**src/rtl/keeper_pos_receiver.sv**
```systemverilog
// rtl/keeper_pos_receiver.sv - keeper-position link decoder: pops tagged LO/HI bytes from the RX FIFO
// and rebuilds the 10-bit keeper x-position, resyncing on bad, lost or late bytes.
module keeper_pos_receiver #(
  parameter logic [9:0]  RESET_XPOS = 10'd512,
  parameter logic [9:0]  X_MAX      = 10'd1023,
  parameter int unsigned TIMEOUT    = 1_000_000
) (
  input  logic       clk,
  input  logic       rst_n,
  input  logic       rx_empty,
  input  logic [7:0] rx_data,
  output logic       rx_rd,
  input  logic       en,
  output logic [9:0] keeper_xpos,
  output logic       pos_valid,
  output logic [7:0] err_cnt
);

  localparam int CW = $clog2(TIMEOUT + 1);
  localparam logic [CW-1:0] CNT_LAST = CW'(TIMEOUT - 1);
  localparam logic [2:0] TAG_LO = 3'b001;
  localparam logic [2:0] TAG_HI = 3'b010;

  typedef enum logic [1:0] {WAIT_LO, POP_LO, WAIT_HI, POP_HI} state_t;

  state_t          state_q, state_d;
  logic [4:0]      lo_buf_q, lo_buf_d;
  logic [CW-1:0]   cnt_q, cnt_d;
  logic [9:0]      xpos_q, xpos_d;
  logic            rx_rd_q, rx_rd_d;
  logic            pos_valid_q, pos_valid_d;
  logic [7:0]      err_q, err_d;
  logic            err_inc;

  logic [2:0] tag;
  logic [4:0] payload;
  logic [9:0] x_full;

  assign tag     = rx_data[2:0];
  assign payload = rx_data[7:3];
  assign x_full  = {payload, lo_buf_q};

  always_comb begin
    state_d     = state_q;
    lo_buf_d    = lo_buf_q;
    cnt_d       = cnt_q;
    xpos_d      = xpos_q;
    pos_valid_d = 1'b0;
    err_inc     = 1'b0;
    case (state_q)
      WAIT_LO: begin
        if (!rx_empty) begin
          if (tag == TAG_LO) begin
            lo_buf_d = payload;
            state_d  = POP_LO;
          end else begin
            err_inc = 1'b1;
            state_d = POP_HI;
          end
        end
      end
      POP_LO: begin
        cnt_d   = '0;
        state_d = WAIT_HI;
      end
      WAIT_HI: begin
        // A byte arriving on the timeout cycle takes priority over the timeout.
        if (!rx_empty) begin
          if (tag == TAG_HI) begin
            if (en) begin
              xpos_d      = (x_full > X_MAX) ? X_MAX : x_full;
              pos_valid_d = 1'b1;
            end
            state_d = POP_HI;
          end else if (tag == TAG_LO) begin
            lo_buf_d = payload;
            err_inc  = 1'b1;
            state_d  = POP_LO;
          end else begin
            err_inc = 1'b1;
            state_d = POP_HI;
          end
        end else if (cnt_q == CNT_LAST) begin
          err_inc = 1'b1;
          state_d = WAIT_LO;
        end else begin
          cnt_d = cnt_q + 1'b1;
        end
      end
      POP_HI:  state_d = WAIT_LO;
      default: state_d = WAIT_LO;
    endcase
    rx_rd_d = (state_d == POP_LO) || (state_d == POP_HI);
    err_d   = (err_inc && (err_q != 8'hFF)) ? err_q + 8'd1 : err_q;
  end

  always_ff @(posedge clk or negedge rst_n) begin
    if (!rst_n) begin
      state_q     <= WAIT_LO;
      lo_buf_q    <= '0;
      cnt_q       <= '0;
      xpos_q      <= RESET_XPOS;
      rx_rd_q     <= 1'b0;
      pos_valid_q <= 1'b0;
      err_q       <= '0;
    end else begin
      state_q     <= state_d;
      lo_buf_q    <= lo_buf_d;
      cnt_q       <= cnt_d;
      xpos_q      <= xpos_d;
      rx_rd_q     <= rx_rd_d;
      pos_valid_q <= pos_valid_d;
      err_q       <= err_d;
    end
  end

  assign rx_rd       = rx_rd_q;
  assign keeper_xpos = xpos_q;
  assign pos_valid   = pos_valid_q;
  assign err_cnt     = err_q;

endmodule

```
**config.mk**
```make
export PLATFORM = sky130hd
export DESIGN_NAME = keeper_pos_receiver
export DESIGN_NICKNAME = d
export VERILOG_FILES = /design/src/rtl/keeper_pos_receiver.sv
export SDC_FILE = /design/constraint.sdc
export NUM_CORES = 1
export LEC_CHECK = 0
export BUFFER_PORTS_ARGS = -buffer_cell sky130_fd_sc_hd__buf_2
export CORE_MARGIN = 5
export CORE_UTILIZATION = 25
export CTS_CLUSTER_DIAMETER = 200
export DETAILED_ROUTE_END_ITERATION = 10
export HOLD_SLACK_MARGIN = 0.02
export PLACE_DENSITY = 0.52
export SETUP_SLACK_MARGIN = 0.5
export SYNTH_ARGS = -nofsm -noshare
export SYNTH_HDL_FRONTEND = slang
export SYNTH_SLANG_ARGS = --single-unit
```
**constraint.sdc**
```tcl
create_clock -name clk -period 2.2 [get_ports clk]
set_clock_uncertainty 0.2 [all_clocks]
set_input_delay 0.11 -clock clk [delete_from_list [all_inputs] [get_ports clk]]
set_output_delay 0.11 -clock clk [all_outputs]
set_load 0.005 [all_outputs]
```
* Word-level counts from Yosys, hierarchy flattened
Index checks and enable logic that the tools add are counted. Widths: inputs -> output; s select.
Word-level totals: input bits 12, register bits after elaboration 47, output and inout bits 20, word-level logic and storage cells 58
Operators by class: eq/ne operators 14, $add $sub $neg 2, bitwise gates (word level) 1, reduce and logical (&&, ||, !) cells 8, $lt $le $gt $ge 1, mux-type cells 25
Operator list (count):
- $mux 20 | 2
- $pmux 20 s2 | 1
- $add 20x1->20 const B | 1
- $eq 20x20->1 const B | 1
- $mux 5 | 4
- $gt 10x10->1 const B | 1
- $mux 10 | 1
- $mux 2 | 5
- $ne 2x2->1 const B | 5
- $pmux 5 s2 | 1
- $mux 1 | 9
- $add 8x1->8 const B | 1
- $ne 8x8->1 const B | 1
- $pmux 2 s4 | 1
- $reduce_and 4->1 | 2
- $eq 2x2->1 const B | 3
- $eq 2x1->1 const B | 2
- $reduce_bool 2->1 | 2
- $eq 3x1->1 const B | 1
- $eq 3x2->1 const B | 1
- $reduce_and 3->1 | 1
- $logic_not 2->1 | 1
- $pmux 1 s2 | 1
- $logic_and 1x1->1 | 1
- 2 further kinds | 2

* Logic depth before layout (Yosys ltp)
depth in word-level cells 7, depth in mapped cells 7, mapped depth without buffers 6

* Worst setup path before layout
Ideal clock, no wire load.
path kind reg-to-reg, start point register cnt_q[8], end point register err_q[6] (netlist: err_cnt[6]), cell stages (with the launch flop) 6, buffers on the path 0, setup time 0.128 ns, clock period less this slack 2.363 ns, setup slack -0.163 ns, required time 1.872 ns, arrival 2.035 ns, path through dfrtp_1 -> or4b_4 -> nor4_4 -> a31oi_4 -> nor4b_2 -> mux2_1
On the way: word-level cells in the longest chain between the ends 5
RTL lines:
- start: declaration | RTL line 28 | logic [CW-1:0] cnt_q, cnt_d;
- start signal: assignment | RTL line 109 | cnt_q <= cnt_d;
- $eq 20x20->1 | RTL line 83 | end else if (cnt_q == CNT_LAST) begin
- $mux 1 | RTL line 83
- $mux 1 | RTL line 68 | if (!rx_empty) begin
- $pmux 1 s2 | RTL line 50 | case (state_q)
- $logic_and 1x1->1 | RTL line 94 | err_d = (err_inc && (err_q != 8'hFF)) ? err_q + 8'd1 : err_q;
- end signal: assignment | RTL line 113 | err_q <= err_d;
- end: declaration | RTL line 32 | logic [7:0] err_q, err_d;
Every way passes these cells. A chain may end at the register's enable or synchronous reset.

* Worst setup path in the final report
start point register cnt_q[11], end point register cnt_q[17]
On the way: word-level cells in the longest chain between the ends 4, elaborated cells on any way between the ends 7, those cells by class 1 x add/sub; 2 x eq/ne; 3 x mux; 1 x reduce/logical
RTL lines:
- $add 20x1->20 | RTL line 87 | cnt_d = cnt_q + 1'b1;
- $mux 20 | RTL line 83
- $mux 20 | RTL line 68
- $pmux 20 s2 | RTL line 50
Several ways; a longest one is shown, not always the timed one. The select of a mux whose other input is x is not followed.

==> impl_metrics.toml <==
[global_route]
antenna_found_initial = 0
grt_busiest_layer = "met2"
grt_overflow = 0
met1_usage_pct = 13.7
grt_start_max_net_pins = 28
grt_usage_pct = 10.9
use_met3_pct = 2.34
use_met2_pct = 18.2
grt_pass1_vias = 1986
grt_pass1_wl_um = 9890

[timing]
slew_violations = 0
finalCriticalPeriod_ns = 2.38
max_freq_mhz = 421
fin_ws_ns = -0.178
hold_ws_ns = 0.141
finalCritPeriodShare_pct = 108
rsz0062_at_grt = "true"
worstMarginPinSlew_ns = 0.718
hold_viol_final = 0
slew_headroom_pct = 51.9
setup_viol = 15

[worst_setup_path]
path_max_fanout = 5
crit_type = "reg2reg"
crit_path_start_kind = "register"
cp_slowest_cell = "or4_4"
worstPathArrival_ns = 2.40
endpoint_kind = "register"
worstPathRequired_ns = 2.23
cp_cell_sequence = "or4b_4 -> or4_4 -> o21a_4 -> nand4_1 -> mux2i_1"
max_stage_delay_ns = 0.58

[drt]
viasPerCell = 4.81
wirelength_um = 6220
routed-via-count = 1940
ant_nets = 0
drc = 0
wl_per_cell_um = 15.4
drt_pass1_iterations = 4
drt_iter0_markers = 102

[final_layout]
layout.nets = 308
fill_cells = 837
antennaDiodeCount = 0
utilization_pct = 39.6
finalInstanceArea_sq_um = 3470
area_growth_pct = 53.3
drive_above_1_share_pct = 53.2

[logic_synthesis]
ys_ff_latch = 46
syn_inst = 203
async_reset_ff_share_pct = 100
avgSynthCellArea_sq_um = 11.2
seq_area_frac_synth_pct = 50.9
ys.warnings.count = 0
synth_cell_types = 54
syn_area_sq_um = 2260
synth-edff-count = 0
synth_nets = 217
ys.flop_type = "dfrtp_1"

[floorplan]
die_w_um = 105
core-area_sq_um = 8760
die_height_um = 105
initial_utilization_pct = 25.8
num_rows = 34
dieArea_sq_um = 11100
num_io_pins = 32

[place]
finalWeightedCongestion = 0.800
place_ws_ns = -0.174
port_buffers = 31
dp.final_hpwl_um = 3950
placed_area_sq_um = 2740

[status]
violations = "setup timing"
outcome = "finished with violations"

[hold_path]
hold_class = "in2reg"

[power_and_ir_drop]
p_total_mw = 2.43
power.leakage_nw = 1.54
p_per_area_nw_per_um2 = 698
ir_drop_v = 0.000266

[clock_tree]
cts_sinks = 46
clock_latency_ns = 0.30
cts_buffer_depth = 2
cts-root-buf = "clkbuf_8"
cts.reportedPaths.clkPinSlew_ns = 0.10
cts_max_level = 2
cts_inserted_buffers = 5
cts_tree = "yes"

[job]
cap_violations = 0
-- power by group --
| part | switching [mW] | leakage (nW) | total (mW) | internal (mW) |
|---|---|---|---|---|
| logic | 0.272 | 0.890 | 0.641 | 0.369 |
| registers | 0.133 | 0.601 | 1.12 | 0.991 |
| clock network | 0.322 | 0.0504 | 0.660 | 0.339 |
| total | 0.727 | 1.54 | 2.43 | 1.70 |
-- placed cells by master, fill, tap and decap left out, types with 8 or more instances in the layout --
master / synthesis / routed
dfrtp_1: 45 / 43
buf_6: 2 / 17
buf_4: 0 / 34
nand2_1: 20 / 19
nor2_1: 11 / 9
mux2_4: 0 / 9
nand3_2: 0 / 8
nand3_1: 20 / 9
buf_2: 0 / 31
dlygate4sd3_1: 0 / 8
-- Yosys cell counts (all sizes together) (3+ instances only) --
cell type  instances  area share, %
dfrtp             45             50
nand2             20            3.3
nand3             20            4.4
mux2              18            9.0
nor2              11            1.8
nor3               7            1.5
o21ai              7            1.7
clkbuf             5           0.83
nand4              5            1.4
nor4b              5            2.5
xor2               5            1.9
a21oi              4            1.0
nor4               4            2.0
a31oi              3            1.5
and3               3           0.88
or3                3            1.0
-- path summary, 6_finish.rpt --
kind	cells past startpoint	startpoint	slack [ns]	end
worst max-delay path	5	cnt_q[11]	-0.18	cnt_q[17]
worst min-delay path	3	en	0.14	pos_valid
worst max register to register	5	cnt_q[11]	-0.18	cnt_q[17]
worst min register to register	1	lo_buf_q[4]	0.31	keeper_xpos[4]
max in group asynchronous	3	rst_n	1.00	rx_rd
min in group asynchronous	2	rst_n	0.15	cnt_q[19]
-- critical path, delay by kind of cell, from the launching register on --
family	cells	cell delay (ns)
mux	1	0.22
flops	1	0.39
simple gates	3	1.25
compound gates	1	0.24
-- flip-flops by register name, indices dropped and copies added (netlist names) --
name         cells
cnt_q           20
err_cnt          8
keeper_xpos     10
lo_buf_q         5
pos_valid        1
rx_rd            1
state_q          1
-- layer usage --
metal,wire [um],up-vias
met4,76,0
met3,196,6
met5,0,-
met1,2840,964
met2,3110,32
li1,-,938
-- stage by stage --
stage	std cells	setup TNS, ns
global route	403	-3.30
detailed placement	361	-1.45
finish	403	-1.62
CTS	388	-1.27
floorplan	203	-0.512
global placement	361	-0.954
-- repair_timing --
item | 4_1_cts | 5_1_grt
setup buffers | 11 | 14
gates cloned | 0 | 1
pin swaps | 20 | 25
endpoints found under the setup margin | 29 | 38
hold endpoints to repair | 36 | 0
resized for setup | 34 | 47
hold buffers | 8 | 0
-- cell type report --
| cell class | count | area, sq um | share of cell area (%) |
|---|---|---|---|
| clock buffer | 5 | 68.8 | 1.98 |
| clock inverter | 3 | 45.0 | 1.30 |
| inverter | 1 | 3.75 | 0.108 |
| multi-input combinational | 149 | 1370 | 39.4 |
| sequential | 46 | 1150 | 33.3 |
| tap | 108 | 135 | 3.89 |
| timing repair buffer | 91 | 697 | 20.1 |
-- logic make-up after synthesis --
| kind of cell | count (synthesis) | share of synthesized area (%) |
|---|---|---|
| adders and majority gates | 2 | 1.10 |
| AOI/OAI and AO/OA | 25 | 8.01 |
| DFF | 46 | 50.9 |
| xor gates and xnor gates | 7 | 2.71 |
| buffers and inverters | 8 | 1.99 |
| muxes | 20 | 9.83 |
| and+or+nand+nor | 95 | 25.5 |
Note: power is estimated with default switching activity, not from simulation.
